File: src/rtl/aes_mix_columns.sv
// ---------------------------------------------------------------------------
// aes_mix_columns
//   AES MixColumns / InvMixColumns round stage with a registered output.
//   Each 32-bit column of the 128-bit state is multiplied by the fixed AES
//   matrix over GF(2^8) in a dedicated column unit. The forward or inverse
//   matrix is chosen per transfer. Latency is one cycle and a new state is
//   accepted every cycle.
//
// Ports
//   clk       in   1    rising-edge clock
//   rst       in   1    synchronous active-high reset
//   in_valid  in   1    dataIn / decrypt valid this cycle
//   decrypt   in   1    0 = MixColumns, 1 = InvMixColumns
//   dataIn    in   128  state, byte k = dataIn[127-8k -: 8], column-major
//   out_valid out  1    dataOut carries a new result this cycle
//   dataOut   out  128  transformed state, same byte mapping as dataIn
// ---------------------------------------------------------------------------

// ---------------------------------------------------------------------------
// mixColumn
//   Purely combinational transform of one column (rows a0..a3, a0 in the
//   most significant byte).
//
// Ports
//   decrypt  in   1   0 = forward matrix, 1 = inverse matrix
//   colIn    in   32  column bytes {a0, a1, a2, a3}
//   colOut   out  32  transformed column, same byte order
// ---------------------------------------------------------------------------
module mixColumn (
    input  logic        decrypt,
    input  logic [31:0] colIn,
    output logic [31:0] colOut
);

    function automatic logic [7:0] xtime(input logic [7:0] b);
        return {b[6:0], 1'b0} ^ (b[7] ? 8'h1B : 8'h00);
    endfunction

    logic [7:0] a   [4];
    logic [7:0] x2  [4];
    logic [7:0] x4  [4];
    logic [7:0] x8  [4];
    logic [7:0] m09 [4];
    logic [7:0] m0B [4];
    logic [7:0] m0D [4];
    logic [7:0] m0E [4];
    logic [7:0] fwd [4];
    logic [7:0] inv [4];

    for (genvar r = 0; r < 4; r++) begin : gRow
        assign a[r]   = colIn[31-8*r -: 8];

        // Three chained doublings give 2b, 4b and 8b; the inverse
        // coefficients are sums of these powers plus the byte itself.
        assign x2[r]  = xtime(a[r]);
        assign x4[r]  = xtime(x2[r]);
        assign x8[r]  = xtime(x4[r]);
        assign m09[r] = x8[r] ^ a[r];
        assign m0B[r] = x8[r] ^ x2[r] ^ a[r];
        assign m0D[r] = x8[r] ^ x4[r] ^ a[r];
        assign m0E[r] = x8[r] ^ x4[r] ^ x2[r];

        assign fwd[r] = x2[r] ^ (x2[(r+1)%4] ^ a[(r+1)%4])
                      ^ a[(r+2)%4] ^ a[(r+3)%4];
        assign inv[r] = m0E[r] ^ m0B[(r+1)%4] ^ m0D[(r+2)%4] ^ m09[(r+3)%4];

        assign colOut[31-8*r -: 8] = decrypt ? inv[r] : fwd[r];
    end

endmodule

module aes_mix_columns (
    input  logic         clk,
    input  logic         rst,
    input  logic         in_valid,
    input  logic         decrypt,
    input  logic [127:0] dataIn,
    output logic         out_valid,
    output logic [127:0] dataOut
);

    logic [127:0] mixed;

    for (genvar c = 0; c < 4; c++) begin : gCol
        mixColumn uCol (
            .decrypt (decrypt),
            .colIn   (dataIn[127-32*c -: 32]),
            .colOut  (mixed[127-32*c -: 32])
        );
    end

    always_ff @(posedge clk) begin
        if (rst) begin
            dataOut   <= '0;
            out_valid <= 1'b0;
        end else begin
            out_valid <= in_valid;
            if (in_valid) begin
                dataOut <= mixed;
            end
        end
    end

endmodule

File: config.mk
export PLATFORM = sky130hd
export DESIGN_NAME = aes_mix_columns
export DESIGN_NICKNAME = d
export VERILOG_FILES = /design/src/rtl/aes_mix_columns.sv
export SDC_FILE = /design/constraint.sdc
export NUM_CORES = 1
export LEC_CHECK = 0
export CAP_MARGIN = 40
export CELL_PAD_IN_SITES_DETAIL_PLACEMENT = 1
export CELL_PAD_IN_SITES_GLOBAL_PLACEMENT = 1
export CORE_MARGIN = 2
export CORE_UTILIZATION = 40
export DETAILED_ROUTE_END_ITERATION = 7
export DONT_BUFFER_PORTS = 1
export PLACE_DENSITY_LB_ADDON = 0.1
export SETUP_SLACK_MARGIN = 0.5
export SYNTH_ARGS = -nofsm -noshare
export SYNTH_HDL_FRONTEND = slang
export SYNTH_SLANG_ARGS = --single-unit
File: constraint.sdc
create_clock -name clk -period 5.8 [get_ports clk]
set_input_delay 1.16 -clock clk [delete_from_list [all_inputs] [get_ports clk]]
set_output_delay 1.16 -clock clk [all_outputs]
set_load 0.01 [all_outputs]
==> flow_summary.rst <==
.. list-table::
   :header-rows: 1

   * - Metric
     - Value
   * - Cells on worst reg2reg path
     - 2
   * - Antenna Nets Post-Route
     - 0
   * - Via count of the routed design
     - 9,789
   * - Initial standard-cell utilization of the core
     - 40.5%
   * - Routability Congestion
     - 0.862
   * - Final slew viol count
     - 0
   * - Area grow syn2layout
     - 4.48%
   * - Sort of element at the end of the critical path
     - flip-flop
   * - Least setup slack across all paths after layout
     - 2910 ps
   * - Clock sinks
     - 129
   * - Insertion delay of the later-clocked pin in the worst-skew pair
     - 430 ps
   * - Area of combinational cells with multiple inputs
     - 0.0115 mm2
   * - Dominant cell type by area after synthesis
     - sky130_fd_sc_hd__xnor2_1
   * - Launching element type of the critical path
     - input pin
   * - Slowest stage delay, CP
     - 540 ps
   * - Critical register-to-register path endpoint
     - dataOut[12]$_SDFFE_PP0P_
   * - Crit share post-route
     - 49.8%
   * - Gate count after technology mapping
     - 1,519
   * - Count of distinct cell types in the synthesized netlist
     - 53
   * - Worst reg-to-reg setup slack
     - 4760 ps
   * - Buffers plus inverters on the worst setup path
     - 2
   * - Most used flip-flop cell after synthesis
     - sky130_fd_sc_hd__dfxtp_1
   * - Largest buffer count on any clock path
     - 2
   * - Path category of the worst min-delay check
     - reg -> reg
   * - Antenna violations before repair
     - 0
   * - Count of nets after finishing
     - 1,534
   * - Summed instance area of the synthesized netlist
     - 0.0148 mm2
   * - Post-place setup slack
     - 2460 ps
   * - Sequential cell area fraction in the yosys report
     - 17.5%
   * - Count of synthesis-stage warnings from yosys
     - 0
   * - Number of synthesized flops with an enable pin
     - 0
   * - Outcome
     - finished, final reports clean
   * - Delay-heaviest family, CP
     - simple AND/OR/NAND/NOR gates
   * - Worst r2r src
     - dataOut[12]$_SDFFE_PP0P_
   * - Hold endpoint
     - dataOut[22]$_SDFFE_PP0P_
   * - Total of cells resized after clock tree synthesis
     - 0
   * - Mean instance size in the synthesized netlist
     - 9.73 um2
   * - Reported leakage power
     - 0.00606 uW
   * - CP Data Arrival Time
     - 3270 ps
   * - Ordered cell list for the critical path
     - inv_1 -> buf_4 -> nor2_1 -> nand2_1 -> o32ai_1 -> a31o_2
   * - Total negative slack for setup checks
     - 0 ps
   * - Placement Cell Area
     - 0.0148 mm2
   * - Number of buffers inserted by post-CTS setup repair
     - 0
   * - Worst Max-Slew Pin Slew
     - 905 ps
   * - Count of inserted antenna diode cells
     - 0
   * - Hold wc startpoint
     - dataOut[22]$_SDFFE_PP0P_
   * - Number of CTS-inserted buffers
     - 17
   * - Detailed-route wire length per cell
     - 24.4 um
   * - Maximum capacitance violations
     - 0
   * - Final design area excluding fillers
     - 0.0154 mm2
   * - Fraction of layout instances using a drive strength above 1
     - 4.88%
   * - DPL Wire Length
     - 35,700 um
   * - Horiz. Die Dim
     - 196 um
   * - Achievable clock frequency
     - 0.346 GHz
   * - Total wirelength of the detailed-routed design
     - 46,000 um
   * - Number of I/O pins
     - 261
   * - Worst Path Required
     - 6180 ps
   * - Core Footprint
     - 0.0365 mm2
   * - Drt drc
     - 0
   * - Synthesized flop and latch total
     - 129
   * - Cell type of the slowest stage on the worst timing path
     - sky130_fd_sc_hd__nand2_1
   * - CTS hold repair buffers
     - 0
   * - Largest clock skew in the final design
     - 0 ps
   * - Crit-path max FO
     - 106
   * - Full die area
     - 0.0385 mm2
   * - Row Count
     - 70
   * - Number of instances on the worst hold path
     - 2
   * - Cell Pwr Density
     - 339 mW/mm2
   * - Synth Net Count
     - 1,651
   * - CTS HTree Levels
     - 4
   * - Global-route wire length before repair
     - 68,800 um
   * - Max IR drop VDD
     - 202 uV
   * - Fill cells
     - 4,072
   * - Total overflow reported by the global router
     - 0
   * - Number of iterations in the first detailed-routing pass
     - 4
   * - Pin count of the biggest net entering global routing
     - 193
   * - Relative slew slack
     - 39.2%
   * - Register area
     - 0.00258 mm2
   * - Setup violators final
     - 0
   * - Total GRT Usage
     - 24.1%
   * - RSZ-0062 raised after global routing
     - no
   * - Overall die height
     - 196 um
   * - CTS tree
     - done
   * - CP Class
     - in -> reg
   * - Vias in the first global route
     - 10,442
   * - Final hold violations
     - 0
   * - Ratio of routed vias to standard cells
     - 5.20
   * - Buffer type at the clock tree root
     - sky130_fd_sc_hd__clkbuf_16
   * - Detailed router's first-iteration violation count
     - 410
   * - Port Buf Inserts
     - 0
   * - Share of synthesized registers carrying an async set or reset
     - 0%
   * - Clock-pin transition on the worst setup and hold timing paths
     - 60 ps
   * - Minimum period implied by the final worst setup slack
     - 2890 ps
   * - Top cells by area, synth
     - sky130_fd_sc_hd__xnor2_1 31%, sky130_fd_sc_hd__dfxtp_1 17%, sky130_fd_sc_hd__xnor3_1 14%, sky130_fd_sc_hd__xor2_1 11%, sky130_fd_sc_hd__xor3_1 4.8%
   * - Top cell type's share of synthesized area
     - 31.3%
## logic make-up after synthesis
group                     share of synthesized area (%)
muxes                                             0.948
AOI/OAI and AO/OA                                  8.76
DFF                                                17.5
xor gates and xnor gates                           63.2
and+or+nand+nor                                    5.28
buffers and inverters                              4.38
## stage by stage
stage | std cells | power [uW] | util, % | hold slack [ps]
floorplan | 1519 | 3610 | - | 494
global placement | 1846 | 4060 | 40.4 | 510
detailed placement | 1851 | 4080 | 40.5 | 511
CTS | 1883 | 5310 | 42.3 | 524
global route | 1883 | 5560 | 42.3 | 548
finish | 1883 | 5240 | 42.3 | 521
## power by group
group | switching [uW] | internal (uW)
registers | 216 | 1050
clock network | 454 | 744
logic | 1280 | 1500
## per-layer routing
| metal | track usage [%] | part of all wire [%] | wire length (um) | vias up |
|---|---|---|---|---|
| met5 | 0 | 0 | 0 | - |
| met4 | 5.08 | 1.2 | 565 | 0 |
| met3 | 6.84 | 6.3 | 2920 | 36 |
| met2 | 41.5 | 48 | 22300 | 214 |
| met1 | 30.1 | 44 | 20200 | 4810 |
| li1 | - | - | - | 4729 |
## worst max path at each step
stage | cells after the start | endpoint | from
6_report | 6 | dataOut[19]$_SDFFE_PP0P_ | decrypt
5_1_grt | 6 | dataOut[19]$_SDFFE_PP0P_ | decrypt
4_1_cts | 6 | dataOut[67]$_SDFFE_PP0P_ | dataIn[79]
3_5_place_dp | 6 | dataOut[67]$_SDFFE_PP0P_ | dataIn[79]
3_3_place_gp | 6 | dataOut[19]$_SDFFE_PP0P_ | decrypt
2_1_floorplan | 7 | dataOut[70]$_SDFFE_PP0P_ | dataIn[95]
## final cells by class
class | instances | area share (%)
timing repair buffer | 9 | 0.438
clock buffer | 20 | 2.96
sequential | 129 | 16.7
tap | 468 | 3.79
inverter | 4 | 0.0973
multi-input combinational | 1241 | 74.8
clock inverter | 12 | 1.18
## cells in the final DEF (no fill, tap or decap), types with 3 or more instances in the layout
master,netlist,routed
sky130_fd_sc_hd__a22o_1,9,9
sky130_fd_sc_hd__a2111oi_0,3,3
sky130_fd_sc_hd__o21ai_0,23,23
sky130_fd_sc_hd__xor2_2,3,3
sky130_fd_sc_hd__a31oi_1,4,4
sky130_fd_sc_hd__o22ai_1,4,4
sky130_fd_sc_hd__xor3_1,30,30
sky130_fd_sc_hd__clkbuf_16,0,17
sky130_fd_sc_hd__xnor2_2,13,13
sky130_fd_sc_hd__a21oi_1,17,17
sky130_fd_sc_hd__clkinvlp_4,0,4
sky130_fd_sc_hd__buf_4,7,9
sky130_fd_sc_hd__nor2_1,130,129
sky130_fd_sc_hd__xnor2_1,528,528
sky130_fd_sc_hd__nand2_1,41,41
sky130_fd_sc_hd__mux2i_1,14,14
sky130_fd_sc_hd__nor3_1,18,18
sky130_fd_sc_hd__xnor3_1,89,89
sky130_fd_sc_hd__a22oi_1,10,10
sky130_fd_sc_hd__a211oi_1,83,83
sky130_fd_sc_hd__xor2_1,183,183
sky130_fd_sc_hd__inv_1,4,4
sky130_fd_sc_hd__dfxtp_1,129,129
sky130_fd_sc_hd__o221ai_1,4,4
sky130_fd_sc_hd__bufinv_16,0,4
## worst min-delay path, cell delays in order, from the launching register on
cell                      delay (ps)
sky130_fd_sc_hd__dfxtp_1         340
sky130_fd_sc_hd__nor2_1           90
sky130_fd_sc_hd__nor3_1           40
## cells in the mapped netlist, drive strengths merged (4+ instances only)
cell and instances:
a2111oi 4, a211oi 84, a21oi 17, a22o 9, a22oi 10, a31oi 4
buf 52, clkbuf 93, dfxtp 129, inv 4, mux2i 14, nand2 41
nor2 130, nor3 18, o21ai 23, o221ai 4, o22ai 4, xnor2 543
xnor3 90, xor2 186, xor3 32
## sequential cells by signal (all words and copies together), names as in the netlist
name,cells
dataOut,128
out_valid,1
Note: power is estimated with default switching activity, not from simulation.
